`src/rtl/sram_arbiter_pkg.sv`:
```
// Shared types for the dual-port SRAM arbiter: FSM state encoding and the
// access-phase wait counter.
package sram_arbiter_pkg;

    localparam int WAIT_CNT_W = 4;
    typedef logic [WAIT_CNT_W-1:0] wait_cnt_t;

    typedef enum logic [1:0] {
        ST_IDLE   = 2'd0,
        ST_SETUP  = 2'd1,
        ST_ACCESS = 2'd2,
        ST_HOLD   = 2'd3
    } state_e;

    localparam int PORT_A = 0;
    localparam int PORT_B = 1;

endpackage

```
`src/rtl/sram_rr_arbiter.sv`:
```
// Two-requester round-robin grant; on a tie the port not granted last wins.
module sram_rr_arbiter (
    input  logic       clk,
    input  logic       rst_n,
    input  logic [1:0] req_i,
    input  logic       update_i,
    output logic [1:0] gnt_o
);

    // 1 = port B was granted last, so port A wins the first tie after reset
    logic last_grant_q;

    always_comb begin
        gnt_o = 2'b00;
        case (req_i)
            2'b01:   gnt_o = 2'b01;
            2'b10:   gnt_o = 2'b10;
            2'b11:   gnt_o = last_grant_q ? 2'b01 : 2'b10;
            default: gnt_o = 2'b00;
        endcase
    end

    always_ff @(posedge clk or negedge rst_n) begin
        if (!rst_n) begin
            last_grant_q <= 1'b1;
        end else if (update_i && (gnt_o != 2'b00)) begin
            last_grant_q <= gnt_o[1];
        end
    end

endmodule

```
`src/rtl/sram_arbiter.sv`:
```
// Shares one asynchronous SRAM between a CPU port (A) and a DMA port (B) using a
// SETUP / ACCESS / HOLD strobe sequence with registered pad outputs.
module sram_arbiter
    import sram_arbiter_pkg::*;
#(
    parameter int ADDR_WIDTH  = 18,
    parameter int DATA_WIDTH  = 16,
    parameter int WAIT_CYCLES = 1
) (
    input  logic                  io_mainClk,
    input  logic                  io_asyncReset_n,
    input  logic                  io_a_cmd_valid,
    output logic                  io_a_cmd_ready,
    input  logic                  io_a_cmd_write,
    input  logic [ADDR_WIDTH-1:0] io_a_cmd_addr,
    input  logic [DATA_WIDTH-1:0] io_a_cmd_wdata,
    input  logic [1:0]            io_a_cmd_mask,
    output logic                  io_a_rsp_valid,
    output logic [DATA_WIDTH-1:0] io_a_rsp_rdata,
    input  logic                  io_b_cmd_valid,
    output logic                  io_b_cmd_ready,
    input  logic                  io_b_cmd_write,
    input  logic [ADDR_WIDTH-1:0] io_b_cmd_addr,
    input  logic [DATA_WIDTH-1:0] io_b_cmd_wdata,
    input  logic [1:0]            io_b_cmd_mask,
    output logic                  io_b_rsp_valid,
    output logic [DATA_WIDTH-1:0] io_b_rsp_rdata,
    output logic [ADDR_WIDTH-1:0] io_sram_addr,
    input  logic [DATA_WIDTH-1:0] io_sram_dat_read,
    output logic [DATA_WIDTH-1:0] io_sram_dat_write,
    output logic                  io_sram_dat_writeEnable,
    output logic                  io_sram_cs,
    output logic                  io_sram_we,
    output logic                  io_sram_oe,
    output logic                  io_sram_ub,
    output logic                  io_sram_lb
);

    localparam wait_cnt_t WAIT_LAST = wait_cnt_t'(WAIT_CYCLES - 1);

    state_e                state_q;
    wait_cnt_t             cnt_q;
    logic                  port_q;
    logic                  write_q;
    logic [ADDR_WIDTH-1:0] addr_q;
    logic [DATA_WIDTH-1:0] dat_write_q;
    logic                  dat_we_q;
    logic                  cs_q, we_q, oe_q, ub_q, lb_q;
    logic [1:0]            rsp_valid_q;
    logic [DATA_WIDTH-1:0] rdata_q [2];

    logic                  cmd_write [2];
    logic [ADDR_WIDTH-1:0] cmd_addr  [2];
    logic [DATA_WIDTH-1:0] cmd_wdata [2];
    logic [1:0]            cmd_mask  [2];
    logic [1:0]            req;
    logic [1:0]            gnt;
    logic                  accept;
    logic                  sel;

    assign req       = {io_b_cmd_valid, io_a_cmd_valid};
    assign cmd_write = '{io_a_cmd_write, io_b_cmd_write};
    assign cmd_addr  = '{io_a_cmd_addr,  io_b_cmd_addr};
    assign cmd_wdata = '{io_a_cmd_wdata, io_b_cmd_wdata};
    assign cmd_mask  = '{io_a_cmd_mask,  io_b_cmd_mask};

    assign accept = (state_q == ST_IDLE) && (gnt != 2'b00);
    assign sel    = gnt[1];

    sram_rr_arbiter u_rr (
        .clk      (io_mainClk),
        .rst_n    (io_asyncReset_n),
        .req_i    (req),
        .update_i (accept),
        .gnt_o    (gnt)
    );

    // Grant already implies the request is valid, so ready needs only the state gate
    assign io_a_cmd_ready = (state_q == ST_IDLE) && gnt[PORT_A];
    assign io_b_cmd_ready = (state_q == ST_IDLE) && gnt[PORT_B];
    assign io_a_rsp_valid = rsp_valid_q[PORT_A];
    assign io_b_rsp_valid = rsp_valid_q[PORT_B];
    assign io_a_rsp_rdata = rdata_q[PORT_A];
    assign io_b_rsp_rdata = rdata_q[PORT_B];

    assign io_sram_addr            = addr_q;
    assign io_sram_dat_write       = dat_write_q;
    assign io_sram_dat_writeEnable = dat_we_q;
    assign io_sram_cs              = cs_q;
    assign io_sram_we              = we_q;
    assign io_sram_oe              = oe_q;
    assign io_sram_ub              = ub_q;
    assign io_sram_lb              = lb_q;

    always_ff @(posedge io_mainClk or negedge io_asyncReset_n) begin
        if (!io_asyncReset_n) begin
            state_q     <= ST_IDLE;
            cnt_q       <= '0;
            port_q      <= 1'b0;
            write_q     <= 1'b0;
            addr_q      <= '0;
            dat_write_q <= '0;
            dat_we_q    <= 1'b0;
            cs_q        <= 1'b1;
            we_q        <= 1'b1;
            oe_q        <= 1'b1;
            ub_q        <= 1'b1;
            lb_q        <= 1'b1;
            rsp_valid_q <= 2'b00;
            rdata_q[0]  <= '0;
            rdata_q[1]  <= '0;
        end else begin
            case (state_q)
                ST_IDLE: begin
                    // Strobes are registered, so SETUP values are loaded on the accept edge
                    if (accept) begin
                        state_q <= ST_SETUP;
                        port_q  <= sel;
                        write_q <= cmd_write[sel];
                        addr_q  <= cmd_addr[sel];
                        cs_q    <= 1'b0;
                        if (cmd_write[sel]) begin
                            dat_we_q    <= 1'b1;
                            dat_write_q <= cmd_wdata[sel];
                            ub_q        <= ~cmd_mask[sel][1];
                            lb_q        <= ~cmd_mask[sel][0];
                        end else begin
                            oe_q <= 1'b0;
                            ub_q <= 1'b0;
                            lb_q <= 1'b0;
                        end
                    end
                end
                ST_SETUP: begin
                    state_q <= ST_ACCESS;
                    cnt_q   <= WAIT_LAST;
                    if (write_q) begin
                        we_q <= 1'b0;
                    end
                end
                ST_ACCESS: begin
                    if (cnt_q == '0) begin
                        state_q             <= ST_HOLD;
                        we_q                <= 1'b1;
                        rsp_valid_q[port_q] <= 1'b1;
                        if (!write_q) begin
                            rdata_q[port_q] <= io_sram_dat_read;
                        end
                    end else begin
                        cnt_q <= cnt_q - 1'b1;
                    end
                end
                ST_HOLD: begin
                    state_q     <= ST_IDLE;
                    rsp_valid_q <= 2'b00;
                    cs_q        <= 1'b1;
                    oe_q        <= 1'b1;
                    ub_q        <= 1'b1;
                    lb_q        <= 1'b1;
                    dat_we_q    <= 1'b0;
                end
                default: state_q <= ST_IDLE;
            endcase
        end
    end

endmodule

```
`config.mk`:
```
export PLATFORM = sky130hd
export DESIGN_NAME = sram_arbiter
export DESIGN_NICKNAME = d
export VERILOG_FILES = /design/src/rtl/sram_arbiter_pkg.sv /design/src/rtl/sram_rr_arbiter.sv /design/src/rtl/sram_arbiter.sv
export SDC_FILE = /design/constraint.sdc
export NUM_CORES = 1
export LEC_CHECK = 0
export CORE_MARGIN = 10
export CORE_UTILIZATION = 39
export CTS_BUF_LIST = sky130_fd_sc_hd__clkbuf_8
export CTS_CLUSTER_DIAMETER = 60
export CTS_CLUSTER_SIZE = 20
export DETAILED_ROUTE_END_ITERATION = 10
export PLACE_DENSITY = 0.8
export SLEW_MARGIN = 20
export SYNTH_ARGS = -nofsm -noshare
export SYNTH_HDL_FRONTEND = slang
export SYNTH_SLANG_ARGS = --single-unit
```
`constraint.sdc`:
```
create_clock -name io_mainClk -period 2.3 [get_ports io_mainClk]
set_clock_uncertainty 0.15 [all_clocks]
set_input_delay 0.345 -clock io_mainClk [delete_from_list [all_inputs] [get_ports io_mainClk]]
set_output_delay 0.345 -clock io_mainClk [all_outputs]
set_load 0.01 [all_outputs]
```
Yosys cells after proc, flatten, opt, wreduce, memory -nomap -nowiden
Index checks and enable logic that the tools add are counted.

Bits in read-only memories: 0. Word-level logic and storage cells: 105. RAM bits: 0. Bits in latches: 0. Input bits: 94. Memories: 0. Register bits after elaboration: 83.

Multiply operators: 0. Bitwise operators: 6. Eq/ne operators: 12. Divide/modulo/power cells: 0. Order comparisons: 5. Shift operators: 0. $add $sub $neg: 1. Reductions and logical operators: 22. Multiplexer cells: 43.

Operators by type and width (count): two-way mux 16 bit (4); two-way mux 18 bit (3); bitwise mux 32 bit (1); demux 16 bit (select 1 bit) (1); two-way mux 1 bit (15); AND reduction 3 bit (5); two-way mux 2 bit (7); case mux 1 bit (2 select lines) (6); AND reduction 2 bit (5); equality test 2 bit (second input constant) (4); != test 2 bit (second input constant) (4); case mux 2 bit (4 select lines) (1); case mux 4 bit (2 select lines) (1); nonzero test 2 bit (4); logical AND 1 bit (6); case mux 2 bit (3 select lines) (1); equality test 2 x 1 -> 1 bit (second input constant) (2); >= comparator 2 bit (second input constant) (2); zero test 4 bit (1); two-way mux 4 bit (1); != test 2 x 1 -> 1 bit (second input constant) (2); NOT 1 -> 2 bit (2); case mux 2 bit (2 select lines) (1); subtractor 4 x 1 -> 4 bit (second input constant) (1); other kinds (7) (9).

Longest topological paths before layout
Depth in word-level cells: 10. Depth in mapped cells: 8. Gate-level depth less buffers: 6.

Modules after synthesis
A second synthesis with hierarchy kept.

Cell total of the unflattened synthesis: 303. Area, all modules: 3961.3 um^2.

Modules (own cells, without submodules): sram_arbiter (sequential area each 2058.2 um^2, cells an instance 297, instances 1, area each 3905.0 um^2); sram_rr_arbiter (sequential area each 26.3 um^2, cells an instance 6, instances 1, area each 56.3 um^2).

Worst setup path before layout
No wires, ideal clock.

Path kind: register to register. From: register cnt_q[0]. To: register rdata_q, in the netlist io_a_rsp_rdata[10]. Setup slack: -0.084 ns. Cell stages (with the launch flop): 9. Clock period less this slack: 2.384 ns. Buffers on the path: 3. Required time: 2.025 ns. Setup time: 0.125 ns. Arrival time: 2.109 ns. Cell sequence: dfrtp_1 -> inv_1 -> ha_1 -> or3b_1 -> buf_6 -> or4_4 -> buf_6 -> buf_12 -> mux2_4.

Cells in the longest elaborated chain, start to end: 2.

RTL lines: start: declaration (RTL line sram_arbiter.sv:42) `wait_cnt_t cnt_q;`; start signal: assignment (RTL line sram_arbiter.sv:150) `cnt_q <= cnt_q - 1'b1;`; zero test 4 bit (RTL line sram_arbiter.sv:142) `if (cnt_q == '0) begin`; AND reduction 3 bit (no line); end signal: indexed assignment (RTL line sram_arbiter.sv:147) `rdata_q[port_q] <= io_sram_dat_read;`; end: declaration (RTL line sram_arbiter.sv:50) `logic [DATA_WIDTH-1:0] rdata_q [2];`.

No other way between the ends. A chain may end at the register's enable or synchronous reset.

Final worst setup path
From: register cnt_q[1]. To: register rdata_q, in the netlist io_a_rsp_rdata[12].

Same word-level chain as after synthesis.

==> flow_summary.json <==
{
  "postRouteAntennaNets": 0,
  "power_mw": 7.42,
  "required_ps": 2370,
  "drive_above_1_share_pct": 15.9,
  "synth-edff-count": 0,
  "vias": 3103,
  "vdd_drop_max_mv": 0.677,
  "syn_area_per_cell_um2": 11.9,
  "finalWirelength_mm": 11.2,
  "power_density_nw_per_um2": 1250,
  "core_area_um2": 9370,
  "synthAdderAreaFrac_pct": 1.98,
  "async_flop_share_pct": 100,
  "grt_pass1_vias": 3380,
  "syn-instance-count": 320,
  "path_max_fanout": 16,
  "ys_warn_count": 0,
  "yosys.area_share.simple_pct": 5.60,
  "synth-xor-area-share_pct": 0.231,
  "finalSetupViolations": 0,
  "rsz0062_at_grt": "no",
  "h-tree-depth": 3,
  "worstMarginPinSlew_ps": 604,
  "grt_antenna_before_repair": 0,
  "grt_util_met1_pct": 16.8,
  "cts_tree": "done",
  "leakagePower_nw": 2.54,
  "fin_area_um2": 5920,
  "clock.fmax_ghz": 0.443,
  "finalHoldViolCount": 0,
  "n_fill_cell": 813,
  "ys_seq_area_share_pct": 54.9,
  "grt_usage_pct": 15.5,
  "hpwl_mm": 8.89,
  "cts.sinks": 83,
  "yosysUniqueCellTypes": 40,
  "fp.dieH_um": 119,
  "rows": 35,
  "ioPinCount": 170,
  "grt-busiest-layer": "met2",
  "syn_to_final_growth_pct": 55.9,
  "synth_top_family_by_area": "multiplexers",
  "synth_compound_area_share_pct": 12.8,
  "setup_slack_ps": 45.2,
  "maxSlewHeadroom_pct": 59.8,
  "cp.arrival_ps": 2330,
  "status": "complete, no violations",
  "syn-cell-area_um2": 3800,
  "cap_violations": 0,
  "placed_area_um2": 5700,
  "start_util_pct": 40.5,
  "synthFlopType": "dfrtp_1",
  "cts_setup_buffers": 0,
  "syn_nets": 420,
  "grt_overflow": 0,
  "gp_congestion": 0.752,
  "firstDrtPassIters": 4,
  "io_buffers": 169,
  "viasPerCell": 4.96,
  "critPathKind": "reg2reg",
  "period_needed_ps": 2250,
  "hold_ws_ps": 336,
  "final_nets": 592,
  "preCtsSetupSlack_ps": -37.3,
  "muxShareOfSynthArea_pct": 20.0,
  "cts.clk_slew.worst_paths_ps": 90,
  "min_path_type": "in2reg",
  "ys_seq_elements": 83,
  "die_w_um": 119,
  "clock_latency_ps": 340,
  "grt_max_degree": 48,
  "clockBufferDepth": 2,
  "drc": 0,
  "grt_use_met3_pct": 8.90,
  "avgRoutedWirePerCell_um": 17.9,
  "grtUsageMet2_pct": 25.4,
  "cp-start-kind": "register",
  "grt_pass1_wl_mm": 17.9,
  "cts_buffers": 9,
  "cts_root_buffer": "clkbuf_8",
  "diodes": 0,
  "finalCritPeriodShare_pct": 98.0,
  "die_area_um2": 14100,
  "drt-initial-drc-count": 91,
  "drv_slew": 0,
  "end_kind": "register"
}
[worst max-delay path, stage by stage (launching register included)]
cell	delay (ps)
dfrtp_1	410
inv_2	100
ha_4	140
or3b_4	380
or4_4	600
mux2_4	350
[registers in the layout (all words and copies together), names as in the netlist, 2 cells and up]
signal,count
state_q,2
io_b_rsp_rdata,16
io_sram_dat_write,16
io_sram_addr,18
io_a_rsp_rdata,16
cnt_q,4
rsp_valid_q,2
[timing repair]
action                                  4_1_cts  5_1_grt
hold buffers                                  1        0
endpoints found under the hold margin        40        0
resized for setup                             2        5
endpoints found under the setup margin        2       17
[stage by stage]
stage	TNS (ps)	util, %	cells
detailed placement	-37.3	60.8	609
global placement	-9.88	60.8	609
floorplan	-370	-	320
finish	0	63.2	626
global route	0	63.2	626
CTS	0	63.0	626
[kinds of logic (layout without fill, tap and decap cells)]
kind of cell / count (synthesis) / count (layout)
flops: 83 / 83
compound gates: 80 / 80
mux: 68 / 68
simple gates: 47 / 47
buf+inv: 35 / 212
fa+ha+maj: 6 / 6
xor+xnor: 1 / 1
[final cells by class]
type	instances	area (um^2)	share of cell area [%]
sequential	83	2080	35.2
tap	129	161	2.73
multi-input combinational	202	1580	26.6
clock inverter	7	77.6	1.31
inverter	11	41.3	0.697
timing repair buffer	185	1860	31.4
clock buffer	9	124	2.09
[power breakdown]
| group | total, mW | switching (mW) | internal, mW |
|---|---|---|---|
| Combinational | 3.74 | 1.61 | 2.13 |
| Clock | 1.06 | 0.552 | 0.512 |
| Sequential | 2.61 | 0.411 | 2.20 |
[cells in the mapped netlist, drive strengths merged (3+ instances only)]
library cell	number	area share [%]
dfrtp	77	51
mux2i	35	9.2
mux2	33	11
nand2	27	2.7
a21oi	22	2.9
o21ai	21	2.8
a31oi	17	2.8
clkbuf	14	1.4
inv	11	1.1
buf	10	2.0
nor2	9	0.89
dfstp	6	4.2
ha	6	2.0
o221ai	3	0.69
[path summary, 6_finish.rpt]
| check | startpoint | endpoint | cells past startpoint | slack, ps |
|---|---|---|---|---|
| setup reg to reg | cnt_q[1] | io_a_rsp_rdata[12] | 5 | 50 |
| hold reg to reg | io_sram_addr[8] | io_sram_addr[8] | 2 | 340 |
| hold / removal | io_b_cmd_valid | u_rr.last_grant_q | 3 | 340 |
| max in group asynchronous | io_asyncReset_n | io_b_rsp_rdata[9] | 3 | 980 |
| min in group asynchronous | io_asyncReset_n | io_sram_addr[4] | 2 | 400 |
| setup / recovery | cnt_q[1] | io_a_rsp_rdata[12] | 5 | 50 |
[cells in the final DEF (no fill, tap or decap), types with 2 or more instances in the layout]
master           netlist  final
ha_1                   6      5
inv_1                 11      9
mux2i_1               35     35
o21ai_0               21     20
a22oi_1                2      2
clkdlybuf4s50_1        0    165
buf_4                  0     12
inv_2                  0      2
o21a_1                 2      2
mux2_4                10     10
clkinv_4               0      3
a21oi_1               22     22
buf_12                 1      3
a32o_1                 2      2
or4_4                  1      2
a31oi_1               17     17
o2bb2ai_1              2      2
nor2_1                 9      9
dfrtp_1               77     77
dfstp_2                6      6
o221ai_1               3      3
nand2_1               27     27
clkbuf_8               0      9
nand2b_1               2      2
o31ai_1                2      2
mux2_2                22     22
dlygate4sd2_1          0      2
clkinv_2               0      2
o22a_1                 2      2
[per-layer routing]
layer,up-vias,routed length (um),part of all wire (%)
li1,1485,-,-
met2,128,5410,48
met4,0,133,1.2
met1,1478,4320,39
met5,-,0,0
met3,12,1330,12
Power figures use the tool's default switching activity.
